===== src/rtl/tagged_reg_file.sv =====
// tagged_reg_file: architectural register file with per-register busy/tag
// scoreboard for an out-of-order core.
//   clk, reset        : clock (rising edge), asynchronous active-high reset
//   rd_addr           : NRD packed read addresses, port i at [i*AW +: AW]
//   rd_data/busy/tag  : combinational read results per port (with commit bypass)
//   issue_*           : allocate destination register to a producer ROB tag
//   commit_*          : retire a result; clears busy only on a tag match
//   flush             : clear every busy bit (values and tags kept)
//   busy_cnt          : registered count of busy registers

// Per-read-port lane: x0 masking and same-cycle commit bypass.
//   reg_value/busy/tag : state of the addressed register
//   commit_*           : current-cycle commit, forwarded on a tag match
module tagged_reg_file_rd_lane #(
  parameter int XLEN  = 32,
  parameter int TAG_W = 4,
  parameter int AW    = 5
) (
  input  logic [AW-1:0]    addr,
  input  logic [XLEN-1:0]  reg_value,
  input  logic             reg_busy,
  input  logic [TAG_W-1:0] reg_tag,
  input  logic             commit_valid,
  input  logic [AW-1:0]    commit_rd,
  input  logic [TAG_W-1:0] commit_tag,
  input  logic [XLEN-1:0]  commit_data,
  output logic [XLEN-1:0]  rd_data,
  output logic             rd_busy,
  output logic [TAG_W-1:0] rd_tag
);
  logic bypass;

  // Only the producer the register is waiting on may forward its value.
  assign bypass = commit_valid && (commit_rd == addr) && reg_busy &&
                  (reg_tag == commit_tag);

  always_comb begin
    rd_data = '0;
    rd_busy = 1'b0;
    rd_tag  = '0;
    if (addr != '0) begin
      rd_data = bypass ? commit_data : reg_value;
      rd_busy = reg_busy && !bypass;
      rd_tag  = reg_tag;
    end
  end
endmodule

module tagged_reg_file #(
  parameter int XLEN  = 32,
  parameter int NREG  = 32,
  parameter int TAG_W = 4,
  parameter int NRD   = 2,
  parameter int AW    = $clog2(NREG)
) (
  input  logic                 clk,
  input  logic                 reset,
  input  logic [NRD*AW-1:0]    rd_addr,
  output logic [NRD*XLEN-1:0]  rd_data,
  output logic [NRD-1:0]       rd_busy,
  output logic [NRD*TAG_W-1:0] rd_tag,
  input  logic                 issue_valid,
  input  logic [AW-1:0]        issue_rd,
  input  logic [TAG_W-1:0]     issue_tag,
  input  logic                 commit_valid,
  input  logic [AW-1:0]        commit_rd,
  input  logic [TAG_W-1:0]     commit_tag,
  input  logic [XLEN-1:0]      commit_data,
  input  logic                 flush,
  output logic [AW:0]          busy_cnt
);
  localparam int CW = AW + 1;

  logic [XLEN-1:0]  value_q [NREG];
  logic [TAG_W-1:0] tag_q   [NREG];
  logic [NREG-1:0]  busy_q;

  logic [NREG-1:0]  busy_nxt;
  logic [CW-1:0]    cnt_nxt;
  logic             issue_en;
  logic             commit_en;

  // x0 is never a target; flush suppresses a same-cycle issue.
  assign issue_en  = issue_valid && (issue_rd != '0) && !flush;
  assign commit_en = commit_valid && (commit_rd != '0);

  // Next busy vector: commit clears on tag match, flush clears all,
  // issue sets last so it wins over a same-register commit.
  always_comb begin
    busy_nxt = busy_q;
    if (commit_en && busy_q[commit_rd] && (tag_q[commit_rd] == commit_tag))
      busy_nxt[commit_rd] = 1'b0;
    if (flush)
      busy_nxt = '0;
    if (issue_en)
      busy_nxt[issue_rd] = 1'b1;
    busy_nxt[0] = 1'b0;
  end

  // Count is the popcount of the post-edge busy vector, so every
  // issue/commit/flush interaction is covered by construction.
  always_comb begin
    cnt_nxt = '0;
    for (int r = 1; r < NREG; r++)
      cnt_nxt = cnt_nxt + CW'(busy_nxt[r]);
  end

  always_ff @(posedge clk or posedge reset) begin
    if (reset) begin
      busy_q   <= '0;
      busy_cnt <= '0;
      for (int r = 0; r < NREG; r++) begin
        value_q[r] <= '0;
        tag_q[r]   <= '0;
      end
    end else begin
      busy_q   <= busy_nxt;
      busy_cnt <= cnt_nxt;
      if (commit_en)
        value_q[commit_rd] <= commit_data;
      if (issue_en)
        tag_q[issue_rd] <= issue_tag;
    end
  end

  for (genvar i = 0; i < NRD; i++) begin : g_rd
    logic [AW-1:0] a;
    assign a = rd_addr[i*AW +: AW];

    tagged_reg_file_rd_lane #(
      .XLEN (XLEN),
      .TAG_W(TAG_W),
      .AW   (AW)
    ) u_lane (
      .addr        (a),
      .reg_value   (value_q[a]),
      .reg_busy    (busy_q[a]),
      .reg_tag     (tag_q[a]),
      .commit_valid(commit_valid),
      .commit_rd   (commit_rd),
      .commit_tag  (commit_tag),
      .commit_data (commit_data),
      .rd_data     (rd_data[i*XLEN +: XLEN]),
      .rd_busy     (rd_busy[i]),
      .rd_tag      (rd_tag[i*TAG_W +: TAG_W])
    );
  end
endmodule


===== config.mk =====
export PLATFORM = sky130hd
export DESIGN_NAME = tagged_reg_file
export DESIGN_NICKNAME = d
export VERILOG_FILES = /design/src/rtl/tagged_reg_file.sv
export SDC_FILE = /design/constraint.sdc
export NUM_CORES = 2
export LEC_CHECK = 0
export ABC_CLOCK_PERIOD_IN_PS = 77400
export CORE_ASPECT_RATIO = 0.7
export CORE_MARGIN = 3
export CORE_UTILIZATION = 43
export DETAILED_ROUTE_END_ITERATION = 12
export GPL_ROUTABILITY_DRIVEN = 1
export PLACE_DENSITY = 0.56
export SLEW_MARGIN = 10
export SYNTH_ARGS = -nofsm -noshare
export SYNTH_HDL_FRONTEND = slang
export SYNTH_SLANG_ARGS = --single-unit

===== constraint.sdc =====
create_clock -name clk -period 77.4 [get_ports clk]
set_clock_uncertainty 0.2 [all_clocks]
set_input_delay 15.48 -clock clk [delete_from_list [all_inputs] [get_ports clk]]
set_output_delay 15.48 -clock clk [all_outputs]
set_load 0.1 [all_outputs]

After elaboration in Yosys (flattened, before gate mapping)
Cells that the tools add are included.
W data, S select, Z words.
{"block": "classes", "n_addsub": 30, "magnitude_cmp": 12, "eq_ne": 5, "muxes": 42, "bitwise_logic": 7, "n_reduce_logical": 24}
{"cell": "$bwmux W1024", "count": 1}
{"cell": "$mux W32", "count": 12}
{"cell": "$bmux W32 S5", "count": 2}
{"cell": "$demux W32 S5", "count": 1}
{"cell": "$add A6 B1 Y6", "count": 25}
{"cell": "$bwmux W128", "count": 1}
{"cell": "$bmux W4 S5", "count": 3}
{"cell": "$mux W4", "count": 9}
{"cell": "$and A32 B32 Y32", "count": 1}
{"cell": "$not A32 Y32", "count": 1}
{"cell": "$or A32 B32 Y32", "count": 1}
{"cell": "$ge A6 B6 Y1 const B", "count": 4}
{"cell": "$lt A5 B6 Y1 const B", "count": 4}
{"cell": "$not A5 Y6", "count": 4}
{"cell": "$demux W4 S5", "count": 1}
{"cell": "$reduce_bool A5 Y1", "count": 4}
{"cell": "$logic_and A1 B1 Y1", "count": 17}
{"cell": "$bmux W1 S5", "count": 3}
{"cell": "$eq A4 B4 Y1", "count": 3}
{"cell": "$lt A6 B1 Y1 const B", "count": 2}
{"cell": "$demux W1 S5", "count": 2}
{"cell": "$eq A5 B5 Y1", "count": 2}
{"cell": "$ge A5 B1 Y1 const B", "count": 2}
{"cell": "$mux W1", "count": 7}
{"cell": "other kinds (6)", "count": 8}
{"block": "totals", "register_bits": 1189, "input_bits": 65, "wordCells": 186}

Longest topological paths before layout
{"block": "logic_depth", "depth_word": 40, "depth_mapped": 26, "ltp_nobuf": 22}

Hierarchy
Synthesis repeated with hierarchy kept, for this count alone.
{"block": "unflattened", "hier_cells": 4275, "area_unflattened_um2": 66872.9}
{"mod": "tagged_reg_file", "n_inst": 1, "cells_each": 4019, "area_per_inst_um2": 65291.4, "seq_area_each_um2": 29753.5}
{"mod": "tagged_reg_file_rd_lane", "n_inst": 2, "cells_each": 128, "area_per_inst_um2": 790.8, "seq_area_each_um2": 0.0}

Worst setup path before layout
Ideal clock, no wire load.
{"block": "synth_path", "kind": "input to output", "start": "in rd_addr[1]", "end": "out rd_data[10]", "t_arrival_ns": 19.729, "required_ns": 61.720, "slack_ns": 41.991, "stages": 11, "n_path_buf": 5, "path_cell_list": "buf_2 -> buf_2 -> buf_2 -> buf_4 -> mux2i_1 -> a22oi_1 -> nand2_1 -> xor2_1 -> clkbuf_1 -> a31oi_1 -> nor3_1"}
{"block": "synth_via", "elab_chain_cells": 8, "word_cells_on_any_way": 17, "classes_between": "eq/ne: 2; mux: 10; bitwise: 1; reduce/logical: 4"}
{"element": "start: declaration", "line": "58", "rtl": "input logic [NRD*AW-1:0] rd_addr,"}
{"element": "$not A5 Y6 (implied by the code)", "line": "136, 138"}
{"element": "$bmux W4 S5", "line": "138", "rtl": ".reg_tag (tag_q[a]),"}
{"element": "$mux W4 (implied by the code) (2 in series)", "line": "138"}
{"element": "$eq A4 B4 Y1", "line": "35", "rtl": "(reg_tag == commit_tag);"}
{"element": "$logic_and A1 B1 Y1", "line": "34", "rtl": "assign bypass = commit_valid && (commit_rd == addr) && reg_busy &&"}
{"element": "$mux W32", "line": "42", "rtl": "rd_data = bypass ? commit_data : reg_value;"}
{"element": "$mux W32 (*)", "line": "41", "rtl": "if (addr != '0) begin"}
{"element": "end: declaration", "line": "59", "rtl": "output logic [NRD*XLEN-1:0] rd_data,"}
Mark *: on every way between the ends. The rest lies on a longest branch, timed or not. The select of a mux whose other input is x is not followed.

Final worst setup path
{"block": "layout_path", "start": "in rd_addr[1]", "end": "out rd_data[20]"}
Same word-level chain as after synthesis.

==> summary.txt <==
Status
  – Status: complete, no violations

Clock network
  – Post-CTS Resized: 0
  – CTS tree: done
  – Postcts setup bufs: 0
  – CTS Buf Count: about 120
  – Hold Buf Count CTS: 0
  – H-tree Lvls: 3
  – CTS root buffer: clkbuf_16
  – Clock latency at the later pin of the worst-skew pair: 0.76 ns
  – Clk slew on worst S/H paths: ~0.06 ns
  – Longest Clk Path Bufs: 3
  – Clk sinks: ~1200

Global routing
  – Initial antenna violation count: 1
  – First-pass GRT wire length: ~310000 um
  – Vias in the first global route: 41800
  – GRT Util Overall: a little over a quarter
  – Pin count of the biggest net entering global routing: 175
  – GRT overflow: 0

Pwr
  – Clock power frac: 31.8%
  – Logic gate share of total power: between 20% and 30%
  – P_sw: between 0.0005 and 0.0006 W
  – Switching Share: between 30% and 40%
  – P_leak: ~31 nW
  – Pwr Density: roughly 26 nW/um2
  – VDD IR-drop max: around 19 uV
  – P_int: 0.00132 W
  – Part of the power in registers: between 40% and 50%

Synthesis
  – Mapped Area: between 60000 and 70000 um2
  – FF+latch count, synth: between 1000 and 1500
  – EDFF count, synth: 0
  – Synth area leaders: dfrtp_1 (45%), mux4_2 (25%), mux2_2 (20%), clkbuf_1 (2.1%), mux2i_1 (0.84%)
  – Synth Instances: between 4000 and 5000
  – Main flop type after synthesis: dfrtp_1
  – Area share of the largest cell type after synthesis: between 40 and 50%
  – Syn Area/Cell: about 15 um2
  – Synth cell types: a little over 60
  – Area leader, netlist: dfrtp_1
  – Post-synthesis sequential area ratio: 44.8%
  – Fraction of registers with async set/reset: 100%
  – Synth Warn #: 0
  – Syn_nets: 4395

Hold path
  – Hold Path Cell Cnt: 0
  – Class of the worst hold path: reg -> reg

Critical path
  – Worst R2R Path Depth: 22
  – Crit path arrival time: ~22 ns
  – R2r setup slk: between 60 and 70 ns
  – Req. time, crit path: 61.72 ns
  – Type of the worst setup path: in -> out
  – Startpoint type of the worst setup path: input pin
  – CP Capture Type: primary output
  – CP Max Fanout: 86

STA
  – Slew margin rel.: 19.2%
  – Setup violations, final: 0
  – Post-layout min period: between 30 and 40 ns
  – RSZ-0062 raised after global routing: no
  – F_max: 26.8 MHz
  – Final hold vios: 0
  – Fin crit share: 48.3%
  – Worst-Margin Slew: ~1.2 ns
  – Setup TNS: 0 ns
  – Hold slack: between 0.15 and 0.2 ns
  – Pins over their slew limit: 0

Cells and area
  – Diodes inserted: 0
  – Share of cells above drive strength 1: between 50 and 60%
  – Synth-to-layout area growth: 10.8%
  – Post-route cell area: 73600 um2
  – Leading cell types in the layout, fill and taps excluded: mux2_2 (1190), dfrtp_1 (1189), mux4_2 (751), clkdlybuf4s50_1 (132), nand2_1 (131)
  – Fin nets: about 4300
  – Most common cell after layout, fill and taps aside: mux2_2

Detailed routing
  – DRC: 0
  – Routed length per instance: 34.2 um
  – Pre-antenna DRT Iters: 6
  – WL final: ~210000 um
  – Post-DRT Antenna Nets: 0
  – Via count: just over 40000
  – Vias per cell: about 6.6
  – DR iter-0 viols: a little over 4000

Floorplan
  – Die area: roughly 160000 um2
  – Initial Utilization: between 40% and 50%
  – I/O Pins: about 150
  – Vert. Die Dim: around 330 um
  – Core area: 153000 um2
  – Die width: ~480 um
  – Cell Rows: 120

Place
  – Port Buffers: between 100 and 150
  – RePlAce Congestion: 0.891
  – DPL Wire Length: roughly 120000 um
  – DP Area: 69600 um2

Run
  – Max-cap viol count: 0
## cells in the mapped netlist (3+ instances only)
master / number
mux2_2: 1190
o22ai_1: 17
o41ai_1: 4
a22oi_1: 24
mux2i_1: 56
xor2_1: 14
a32oi_1: 3
clkbuf_1: 378
nor3b_1: 6
nand2_1: 137
ha_1: 7
a31o_2: 3
inv_1: 30
o221ai_1: 3
buf_1: 58
or3b_2: 3
o22a_1: 10
buf_4: 4
and3b_1: 3
fa_1: 23
nor2b_1: 18
or2_2: 4
mux4_2: 751
nand4_1: 5
buf_2: 45
a31oi_1: 34
a21oi_1: 8
or4_1: 5
nand3b_1: 11
xnor2_1: 10
nor4_1: 59
a21o_1: 4
buf_6: 4
o21a_1: 11
nor2_1: 57
dfrtp_1: 1189
nand2b_1: 8
nor3_1: 37
o21ai_0: 22
nand3_1: 10
and3_1: 8
## per-layer routing
layer	global-route usage, %	vias to the layer above	wire (um)
li1	-	16600	-
met1	41.1	22900	97700
met2	40.5	1539	96400
met3	5.48	296	15100
met4	6.79	0	5630
met5	0	-	0
## critical path: stages
cell	delay, ns
buf_8	0.64
buf_4	0.93
buf_4	0.86
mux4_2	0.60
o22ai_1	0.20
nor2_1	0.10
a21oi_1	0.29
o221a_2	0.24
buf_4	0.54
a31oi_1	0.20
nor3_1	0.23
clkdlybuf4s50_1	1.17
## kinds of logic after synthesis
family	synth area share (%)
multiplexers	46.5
flip-flops	44.8
buffers and inverters	3.10
AND/OR/NAND/NOR	2.84
AO/OA/AOI/OAI	1.67
adder cells (fa/ha/maj)	0.825
XOR/XNOR	0.316
## path summary, 6_finish.rpt
check                                     startpoint                         to
max in group asynchronous                      reset   value_q[794]$_DFFE_PP0P_
max reg2reg                    tag_q[81]$_DFFE_PP0P_      busy_cnt[4]$_DFF_PP0_
max                                       rd_addr[1]                rd_data[20]
min reg2reg                value_q[1002]$_DFFE_PP0P_  value_q[1002]$_DFFE_PP0P_
min                        value_q[1002]$_DFFE_PP0P_  value_q[1002]$_DFFE_PP0P_
min in group asynchronous                      reset  value_q[1003]$_DFFE_PP0P_
## state kept, by name, indices dropped and copies added (netlist names)
| register | count |
|---|---|
| busy_cnt | 6 |
| busy_q | 31 |
| value_q | 1024 |
| tag_q | 128 |
## stage by stage
stage | cells | utilization [%] | power [W] | setup WS [ns]
6_report | 6290 | 48.1 | 0.00190 | 40.04
5_1_grt | 6290 | 48.1 | 0.00198 | 39.77
4_1_cts | 6290 | 48.1 | 0.00192 | 40.02
3_5_place_dp | 6073 | 45.5 | 0.00131 | 40.04
3_3_place_gp | 6073 | 45.5 | 0.00130 | 40.05
2_1_floorplan | 4300 | - | 0.00118 | 28.23
## power groups by stage
stage	Sequential, W	Combinational, W	Clock (W)
final	0.000813	0.000485	0.000604
after global routing	0.000827	0.000512	0.000642
after CTS	0.000810	0.000488	0.000618
after detailed placement	0.000821	0.000486	0
after global placement	0.000817	0.000480	0
after floorplan	0.000798	0.000379	0
## cell type report
| type | instances | area [um2] |
|---|---|---|
| sequential | 1189 | 29800 |
| clock buffer | 176 | 3530 |
| timing repair buffer | 249 | 2270 |
| inverter | 32 | 133 |
| fill | 13300 | 79500 |
| multi-input combinational | 2590 | 35000 |
| clock inverter | 41 | 462 |
| tap | 2013 | 2520 |
Power figures use the tool's default switching activity.
